[src/rtl/io_block_cfg.sv]
// io_block_cfg
//   Fabric-edge I/O block. It connects the external input pins onto the
//   single, double and global routing tracks, and samples those tracks onto
//   the external output pins. The configuration lives in an internal serial
//   shift chain. Each pin can run combinationally or through a register.
//   A sticky flag reports when two or more input pins drive the same track.
//
// Ports
//   clk, rst               : clock (rising edge), synchronous active-high reset
//   cfg_en, cfg_in         : config chain shift enable and serial data in
//   cfg_out                : config chain serial out (cfg[0])
//   single/double/global_in: resolved track values seen by this block
//   single/double/global_out, _oe : track drive values and drive enables
//   external_input         : pad inputs
//   external_output        : pad outputs
//   conflict               : sticky multi-driver contention flag
//
// Config layout: pin p owns cfg[p*WF +: WF]. Input pins come first
// (p = 0..EXTIN-1), then output pins (p = EXTIN+o). Field bits [WT-1:0]
// are track selects ordered singles, doubles, globals. Bit WT selects
// registered mode.
module io_block_cfg #(
  parameter int WS     = 7,
  parameter int WD     = 6,
  parameter int WG     = 3,
  parameter int EXTIN  = 5,
  parameter int EXTOUT = 2
) (
  input  logic              clk,
  input  logic              rst,
  input  logic              cfg_en,
  input  logic              cfg_in,
  output logic              cfg_out,
  input  logic [WS-1:0]     single_in,
  input  logic [WD-1:0]     double_in,
  input  logic [WG-1:0]     global_in,
  output logic [WS-1:0]     single_out,
  output logic [WD-1:0]     double_out,
  output logic [WG-1:0]     global_out,
  output logic [WS-1:0]     single_oe,
  output logic [WD-1:0]     double_oe,
  output logic [WG-1:0]     global_oe,
  input  logic [EXTIN-1:0]  external_input,
  output logic [EXTOUT-1:0] external_output,
  output logic              conflict
);

  localparam int WT = WS + WD + WG;
  localparam int WF = WT + 1;
  localparam int CW = (EXTIN + EXTOUT) * WF;

  logic [CW-1:0]     cfg;
  logic [EXTIN-1:0]  in_q;
  logic [EXTOUT-1:0] out_q;

  logic [WT-1:0]     track_in;
  logic [WT-1:0]     sel;
  logic [WT-1:0]     seen;
  logic [WT-1:0]     dup;
  logic [WT-1:0]     drv;
  logic [WT-1:0]     oe_all;
  logic [WT-1:0]     out_all;
  logic [EXTIN-1:0]  in_val;
  logic [EXTOUT-1:0] out_comb;
  logic              contention;

  assign track_in = {global_in, double_in, single_in};

  always_comb begin
    sel             = '0;
    seen            = '0;
    dup             = '0;
    drv             = '0;
    in_val          = '0;
    out_comb        = '0;
    external_output = '0;

    // A track already claimed by an earlier pin and selected again is a
    // multi-driver conflict.
    for (int i = 0; i < EXTIN; i++) begin
      sel       = cfg[i*WF +: WT];
      in_val[i] = cfg[i*WF + WT] ? in_q[i] : external_input[i];
      dup       = dup | (seen & sel);
      seen      = seen | sel;
      if (in_val[i]) drv = drv | sel;
    end

    for (int o = 0; o < EXTOUT; o++) begin
      sel         = cfg[(EXTIN+o)*WF +: WT];
      out_comb[o] = |(sel & track_in);
      if (!cfg_en)
        external_output[o] = cfg[(EXTIN+o)*WF + WT] ? out_q[o] : out_comb[o];
    end
  end

  assign contention = |dup;
  assign oe_all     = cfg_en ? '0 : seen;
  assign out_all    = drv & oe_all;

  assign single_oe  = oe_all[WS-1:0];
  assign double_oe  = oe_all[WS +: WD];
  assign global_oe  = oe_all[WS+WD +: WG];
  assign single_out = out_all[WS-1:0];
  assign double_out = out_all[WS +: WD];
  assign global_out = out_all[WS+WD +: WG];
  assign cfg_out    = cfg[0];

  // Loading config clears the pin registers and the conflict flag. This
  // means a reg-mode pin presents 0 until its first sample after the load.
  always_ff @(posedge clk) begin
    if (rst) begin
      cfg      <= '0;
      in_q     <= '0;
      out_q    <= '0;
      conflict <= 1'b0;
    end else if (cfg_en) begin
      cfg      <= {cfg_in, cfg[CW-1:1]};
      in_q     <= '0;
      out_q    <= '0;
      conflict <= 1'b0;
    end else begin
      in_q  <= external_input;
      out_q <= out_comb;
      if (contention) conflict <= 1'b1;
    end
  end

endmodule
[config.mk]
export PLATFORM = sky130hd
export DESIGN_NAME = io_block_cfg
export DESIGN_NICKNAME = d
export VERILOG_FILES = /design/src/rtl/io_block_cfg.sv
export SDC_FILE = /design/constraint.sdc
export NUM_CORES = 1
export LEC_CHECK = 0
export BUFFER_PORTS_ARGS = -buffer_cell sky130_fd_sc_hd__buf_2
export CAP_MARGIN = 20
export CORE_AREA = 3 3 132 134
export CTS_CLUSTER_SIZE = 28
export DETAILED_ROUTE_END_ITERATION = 7
export DIE_AREA = 0 0 135 137
export PLACE_DENSITY_LB_ADDON = 0.1
export SYNTH_ARGS = -nofsm -noshare
export SYNTH_HDL_FRONTEND = slang
export SYNTH_SLANG_ARGS = --single-unit
[constraint.sdc]
create_clock -name clk -period 2 [get_ports clk]
set_input_delay 0.1 -clock clk [delete_from_list [all_inputs] [get_ports clk]]
set_output_delay 0.1 -clock clk [all_outputs]
set_load 0.005 [all_outputs]
==> results of run 1 <==
## power by group through the flow
stage | sequential [mW] | combinational, mW | clock (mW)
after floorplan | 2.59 | 0.175 | 0
after global placement | 2.60 | 0.261 | 0
after detailed placement | 2.60 | 0.262 | 0
after CTS | 2.54 | 0.300 | 3.10
after global routing | 2.54 | 0.322 | 3.21
final | 2.54 | 0.309 | 3.04
## timing repair
action	in CTS	in global routing
hold buffers	6	0
endpoints found under the setup margin	16	18
cloned	4	0
endpoints found under the hold margin	6	0
pin swaps	13	15
buffers inserted	8	2
resized for setup	21	8
## registers in the layout, indices dropped and copies added (netlist names)
name      cells
conflict      1
out_q         2
cfg         119
in_q          5
## cells by family after synthesis
group / count (synthesis) / synth area share
flops: 127 / 0.446
mux: 124 / 0.219
buf+inv: 37 / 0.0250
compound gates: 116 / 0.157
simple gates: 199 / 0.154
## layer usage
| metal | share of wire | track usage | vias up |
|---|---|---|---|
| met2 | 0.42 | 0.320 | 210 |
| met5 | 0 | 0 | - |
| met1 | 0.50 | 0.341 | 2643 |
| li1 | - | - | 2489 |
| met4 | 0.023 | 0.0801 | 0 |
| met3 | 0.062 | 0.0548 | 38 |
## layout make-up
type	count	area [µm²]	share of cell area
clock buffer	19	453	0.0608
clock inverter	13	128	0.0171
multi-input combinational	443	3150	0.422
sequential	127	2560	0.343
tap	220	275	0.0369
timing repair buffer	129	896	0.120
## worst max-delay path, delay by kind of cell (launching register included)
family	cells	cell delay (ns)
mux	1	0.39
flops	1	0.40
buf+inv	1	0.16
compound gates	2	0.60
## stage by stage
stage,hold WS [ns],instances
finish,0.0550,951
global route,0.0498,951
CTS,0.0324,949
detailed placement,0.325,899
global placement,0.322,899
floorplan,0.222,603
## cell usage in the layout (no fill, tap or decap), types with 4 or more instances in the layout
cell                            instances
sky130_fd_sc_hd__o21a_1                 4
sky130_fd_sc_hd__o31ai_1               10
sky130_fd_sc_hd__nor3_1                 4
sky130_fd_sc_hd__a211oi_1               9
sky130_fd_sc_hd__a22o_1                 9
sky130_fd_sc_hd__a22oi_1               24
sky130_fd_sc_hd__dlygate4sd3_1          6
sky130_fd_sc_hd__clkinv_4               5
sky130_fd_sc_hd__inv_6                  5
sky130_fd_sc_hd__buf_2                 58
sky130_fd_sc_hd__o21ai_0               15
sky130_fd_sc_hd__a211oi_2               6
sky130_fd_sc_hd__dfxtp_1              123
sky130_fd_sc_hd__nand2_1                5
sky130_fd_sc_hd__mux2i_1              119
sky130_fd_sc_hd__and2_1                 5
sky130_fd_sc_hd__mux2_4                 7
sky130_fd_sc_hd__nand4_1                7
sky130_fd_sc_hd__buf_4                 59
sky130_fd_sc_hd__dfxtp_4                4
sky130_fd_sc_hd__clkbuf_16             17
sky130_fd_sc_hd__a222oi_1              17
sky130_fd_sc_hd__buf_12                 4
sky130_fd_sc_hd__a221oi_1               8
sky130_fd_sc_hd__nor2_1               152
sky130_fd_sc_hd__or4_1                 12
## path summary, 6_finish.rpt
path	startpoint	end	slack, ns	cells after the start
worst max register to register	cfg[8]$_SDFFE_PP0P_	conflict$_SDFFE_PP0P_	0.01	5
worst min register to register	cfg[116]$_SDFFE_PP0P_	cfg[115]$_SDFFE_PP0P_	0.53	2
worst max-delay path	cfg[16]$_SDFFE_PP0P_	double_out[2]	-0.08	4
worst min-delay path	rst	cfg[110]$_SDFFE_PP0P_	0.05	2
==> metrics, run 1 <==
post-synth top area cell=sky130_fd_sc_hd__dfxtp_1; post-route total power=5.89 mW; detail-routed net length per standard cell=22.1 µm; CTS tree=built; least setup slack across all paths after layout=-0.0754 ns; max_cap viols=0; distinct cell type count of the synthesized netlist=34; synth top area cells=sky130_fd_sc_hd__dfxtp_1 45%, sky130_fd_sc_hd__mux2i_1 21%, sky130_fd_sc_hd__nor2_1 10%; fin area=0.00745 mm²; layout cells sized above 1=0.246; width of the die=135 µm; Final min period=2.08 ns; status=finished with violations; worst vdd rail ir drop=0.631 mV; Post-DRT Antenna Nets=0; final weighted congestion of routability-driven global placement=0.895; synthesized net count=628; Avg Cell Area, Syn=9.46 µm²; utilization after layout=0.454; Floorplan Core Area=0.0164 mm²; # diodes=0; drt total wl=21.0 mm; pwr/cell area=790 mW/mm²; Sum Neg Setup Slack=-0.151 ns; required time at the endpoint of the critical path=1.90 ns; portion of total power attributed to sequential cells=0.431; number of max-slew violations in the final report=0; worst path arrival time=1.98 ns; total clock sinks=127; longest individual stage delay on the worst path=0.44 ns; maximum fanout along the worst path=8; violated checks=negative setup slack; cell breakdown of the critical path=mux2_4 > a222oi_1 > a211oi_2 > buf_2; setup repair after global routing missed its margin=yes; layout overhead on the synthesized area=30.7%; root buf cell=sky130_fd_sc_hd__clkbuf_16; fraction of power consumed by combinational cells=0.052; clock network fraction of total power=0.516; clock skew=0.0114 ns; remaining design rule violation count=0; Die Footprint=0.0185 mm²; overall global routing resource usage=0.229; share of synthesized registers carrying an async set or reset=0; Die Height=137 µm; row count=47; leading cell type by number of instances after synthesis=sky130_fd_sc_hd__nor2_1; total net switching power=1.44 mW; Mapped Area=0.00571 mm²; final hold violations=0; Switching Share=0.245; remaining global-route overflow=0; Synth Warn #=0; highest clock rate=482 MHz; cell with the biggest individual delay on the critical path=sky130_fd_sc_hd__a222oi_1; startpoint kind of the worst setup timing path=flip-flop; synthesis-stage register bit count=127; per-cell via count in the routed design=5.66; Skew-Pair Late Insertion Delay=0.42 ns; worst-case headroom to the max-slew limit=0.625; Inserted Clock Buffers=17; pre-CTS setup slack=0.0215 ns; Net count, final=743; count of TritonRoute iterations in the first routing pass=6; wire length of the first global-routing pass=31.6 mm; count of pins on the block boundary=61; Post-synth EDFFs=0; final setup vio count=5; DR vias=5380; type of element capturing the critical path=output port; leading post-synthesis cells by instance count=153 x sky130_fd_sc_hd__nor2_1, 127 x sky130_fd_sc_hd__dfxtp_1, 119 x sky130_fd_sc_hd__mux2i_1, 26 x sky130_fd_sc_hd__clkbuf_1, 25 x sky130_fd_sc_hd__a22oi_1; sequential fraction of the synthesis area=0.446; HP Class=in2reg; number of antenna violations at the first check in global routing=0; Max H-tree Level=4; Post-Syn Instances=603; Max Root-Sink Buffers=2; filler instances=1603; Placed Instance Area=0.00658 mm²; port buffer count=60; worst-margin pin slew=0.561 ns; final period utilization=1.04; via count of the first global-routing pass=5208; clock transition at the registers of the reported paths=0.06 ns; top-area cell type share of the netlist area=0.446; pin count of the biggest net entering global routing=67; iteration-0 DRC count of the detailed router=599; initial standard-cell utilization of the core=0.348; Int Pwr=4.45 mW; DP Wirelength=13.8 mm; leakage power summed over all cells=3.33 nW; Crit Path Class=reg2out; Primary FF master, synth=sky130_fd_sc_hd__dfxtp_1
No activity file was read; power rests on OpenSTA's default activity.
==> inputs of run 2 (changes only) <==
- RECOVER_POWER: default -> 100
==> metrics, run 2 (synthesis results as in run 1) <==
number of max-slew violations in the final report=0 (unchanged); violated checks=negative setup slack; max_cap viols=0 (unchanged); detail-routed net length per standard cell=22.0 µm (-0.56%); registers with the most flip-flops=cfg x119, in_q x5, out_q x2; via count of the first global-routing pass=5208 (unchanged); worst hold path endpoint=cfg[83]$_SDFFE_PP0P_; count of TritonRoute iterations in the first routing pass=8 (+2); width of the die=135 µm (unchanged); startpoint kind of the worst setup timing path=flip-flop; leakage power summed over all cells=3.25 nW (-2.2%); Floorplan Core Area=0.0164 mm² (unchanged); number of flip-flops under the largest register name=119 (unchanged); Sum Neg Setup Slack=-0.139 ns (+0.0128 ns); port buffer count=60 (unchanged); iteration-0 DRC count of the detailed router=706 (+18%); Sequential cell area=0.00256 mm² (unchanged); Post-DRT Antenna Nets=0 (unchanged); pwr/cell area=793 mW/mm² (+0.45%); fin area=0.00741 mm² (-0.57%); area of the multi-input gates=0.00314 mm² (-0.12%); required time at the endpoint of the critical path=1.90 ns (about the same); Max Root-Sink Buffers=2 (unchanged); status=finished with violations; Placed Instance Area=0.00658 mm² (unchanged); CTS tree=built; most frequent standard cell in the layout excluding fill and tap cells=sky130_fd_sc_hd__nor2_1; total clock sinks=127 (unchanged); drt total wl=20.9 mm (-0.45%); final hold violations=0 (unchanged); depth of the most critical reg-to-reg path=5 (unchanged); HP Class=in2reg; Net count, final=743 (unchanged); DR vias=5379 (-0.019%); Crit Path Class=reg2out; least setup slack across all paths after layout=-0.0759 ns (-0.000528 ns); number of antenna violations at the first check in global routing=0 (unchanged); final period utilization=1.04 (about the same); worst path arrival time=1.98 ns (about the same); clock skew=0.0132 ns (+0.00181 ns); Max H-tree Level=4 (unchanged); post-route total power=5.88 mW (-0.12%); row count=47 (unchanged); cell breakdown of the critical path=mux2_4 > a222oi_1 > a211oi_2 > buf_2; root buf cell=sky130_fd_sc_hd__clkbuf_16; worst-case headroom to the max-slew limit=0.152 (-0.472); filler instances=1609 (+0.37%); worst reg2reg setup slack=-0.01 ns (-0.02 ns); DP Wirelength=13.8 mm (unchanged); worst-margin pin slew=1.27 ns (+0.710 ns); overall global routing resource usage=0.229 (unchanged); final weighted congestion of routability-driven global placement=0.895 (unchanged); clock transition at the registers of the reported paths=0.06 ns (about the same); Reg2Reg Launch Point=cfg[8]$_SDFFE_PP0P_; layout overhead on the synthesized area=29.9%; remaining global-route overflow=0 (unchanged); largest register by flop count=cfg; count of pins on the block boundary=61 (unchanged); pre-CTS setup slack=0.0215 ns (unchanged); Skew-Pair Late Insertion Delay=0.42 ns (about the same); worst vdd rail ir drop=0.632 mV (+0.11%); most used cells in the layout excluding fill and tap cells=152 x sky130_fd_sc_hd__nor2_1, 123 x sky130_fd_sc_hd__dfxtp_1, 119 x sky130_fd_sc_hd__mux2i_1; Die Height=137 µm (unchanged); cell with the biggest individual delay on the critical path=sky130_fd_sc_hd__a222oi_1; remaining design rule violation count=0 (unchanged); Die Footprint=0.0185 mm² (unchanged); setup repair after global routing missed its margin=yes; maximum fanout along the worst path=8 (unchanged); pin count of the biggest net entering global routing=67 (unchanged); Hold Path Depth=3 (+1); final setup vio count=5 (unchanged); Reg2Reg Capture Point=conflict$_SDFFE_PP0P_; longest individual stage delay on the worst path=0.45 ns (about the same); wire length of the first global-routing pass=31.6 mm (unchanged); post-route insts no fill=952 (+0.11%); type of element capturing the critical path=output port; highest clock rate=482 MHz (about the same); layout cells sized above 1=0.224 (-0.0219); initial standard-cell utilization of the core=0.348 (unchanged); min-delay src=cfg_en; number of placed cells counting well taps=899 (unchanged); Inserted Clock Buffers=17 (unchanged); per-cell via count in the routed design=5.65 (-0.12%); Final min period=2.08 ns (+0.000528 ns)
run 2: final cells by class:
cell class                      instances  share of cell area
Multi-Input combinational cell        443               0.424
Sequential cell                       127               0.345
Timing Repair Buffer                  129               0.115
Clock buffer                           19              0.0611
Tap cell                              220              0.0371
Clock inverter                         13              0.0172
Antenna cell                            1            0.000338
run 2: power breakdown:
group / switching [mW] / internal, mW
Sequential: 0.00748 / 2.53
Clock: 1.24 / 1.80
Combinational: 0.191 / 0.112
Total: 1.44 / 4.44
run 2: per-layer routing:
metal,global-route usage,share of wire
met1,0.341,0.49
met2,0.320,0.42
met3,0.0548,0.066
met4,0.0801,0.026
met5,0,0
run 2: timing repair:
item / in CTS / in global routing
endpoints found under the hold margin: 6 / 0
hold buffers: 6 / 0
gates resized for setup: 21 / 8
cloned: 4 / 0
endpoints found under the setup margin: 16 / 18
pin swaps: 13 / 15
buffers inserted: 8 / 2
run 2: critical path, delay by kind of cell, from the launching register on:
kind | cells | cell delay [ns]
buffers and inverters | 1 | 0.16
muxes | 1 | 0.39
DFF | 1 | 0.39
AOI/OAI and AO/OA | 2 | 0.61
run 2: metrics by stage:
step	utilization	hold slack, ns
final	0.452	0.151
after global routing	0.452	0.148
after CTS	0.451	0.0324
after detailed placement	0.401	0.325
after global placement	0.401	0.322
after floorplan	-	0.222
run 2: worst max path at each step:
stage                               from                    end  slack, ns  cells after the start
floorplan            cfg[8]$_SDFFE_PP0P_  conflict$_SDFFE_PP0P_       0.18                      5
global placement     cfg[8]$_SDFFE_PP0P_  conflict$_SDFFE_PP0P_       0.11                      5
detailed placement   cfg[8]$_SDFFE_PP0P_  conflict$_SDFFE_PP0P_       0.02                      5
CTS                 cfg[16]$_SDFFE_PP0P_          double_out[2]      -0.02                      4
global route        cfg[33]$_SDFFE_PP0P_          single_out[3]      -0.10                      4
finish              cfg[16]$_SDFFE_PP0P_          double_out[2]      -0.08                      4
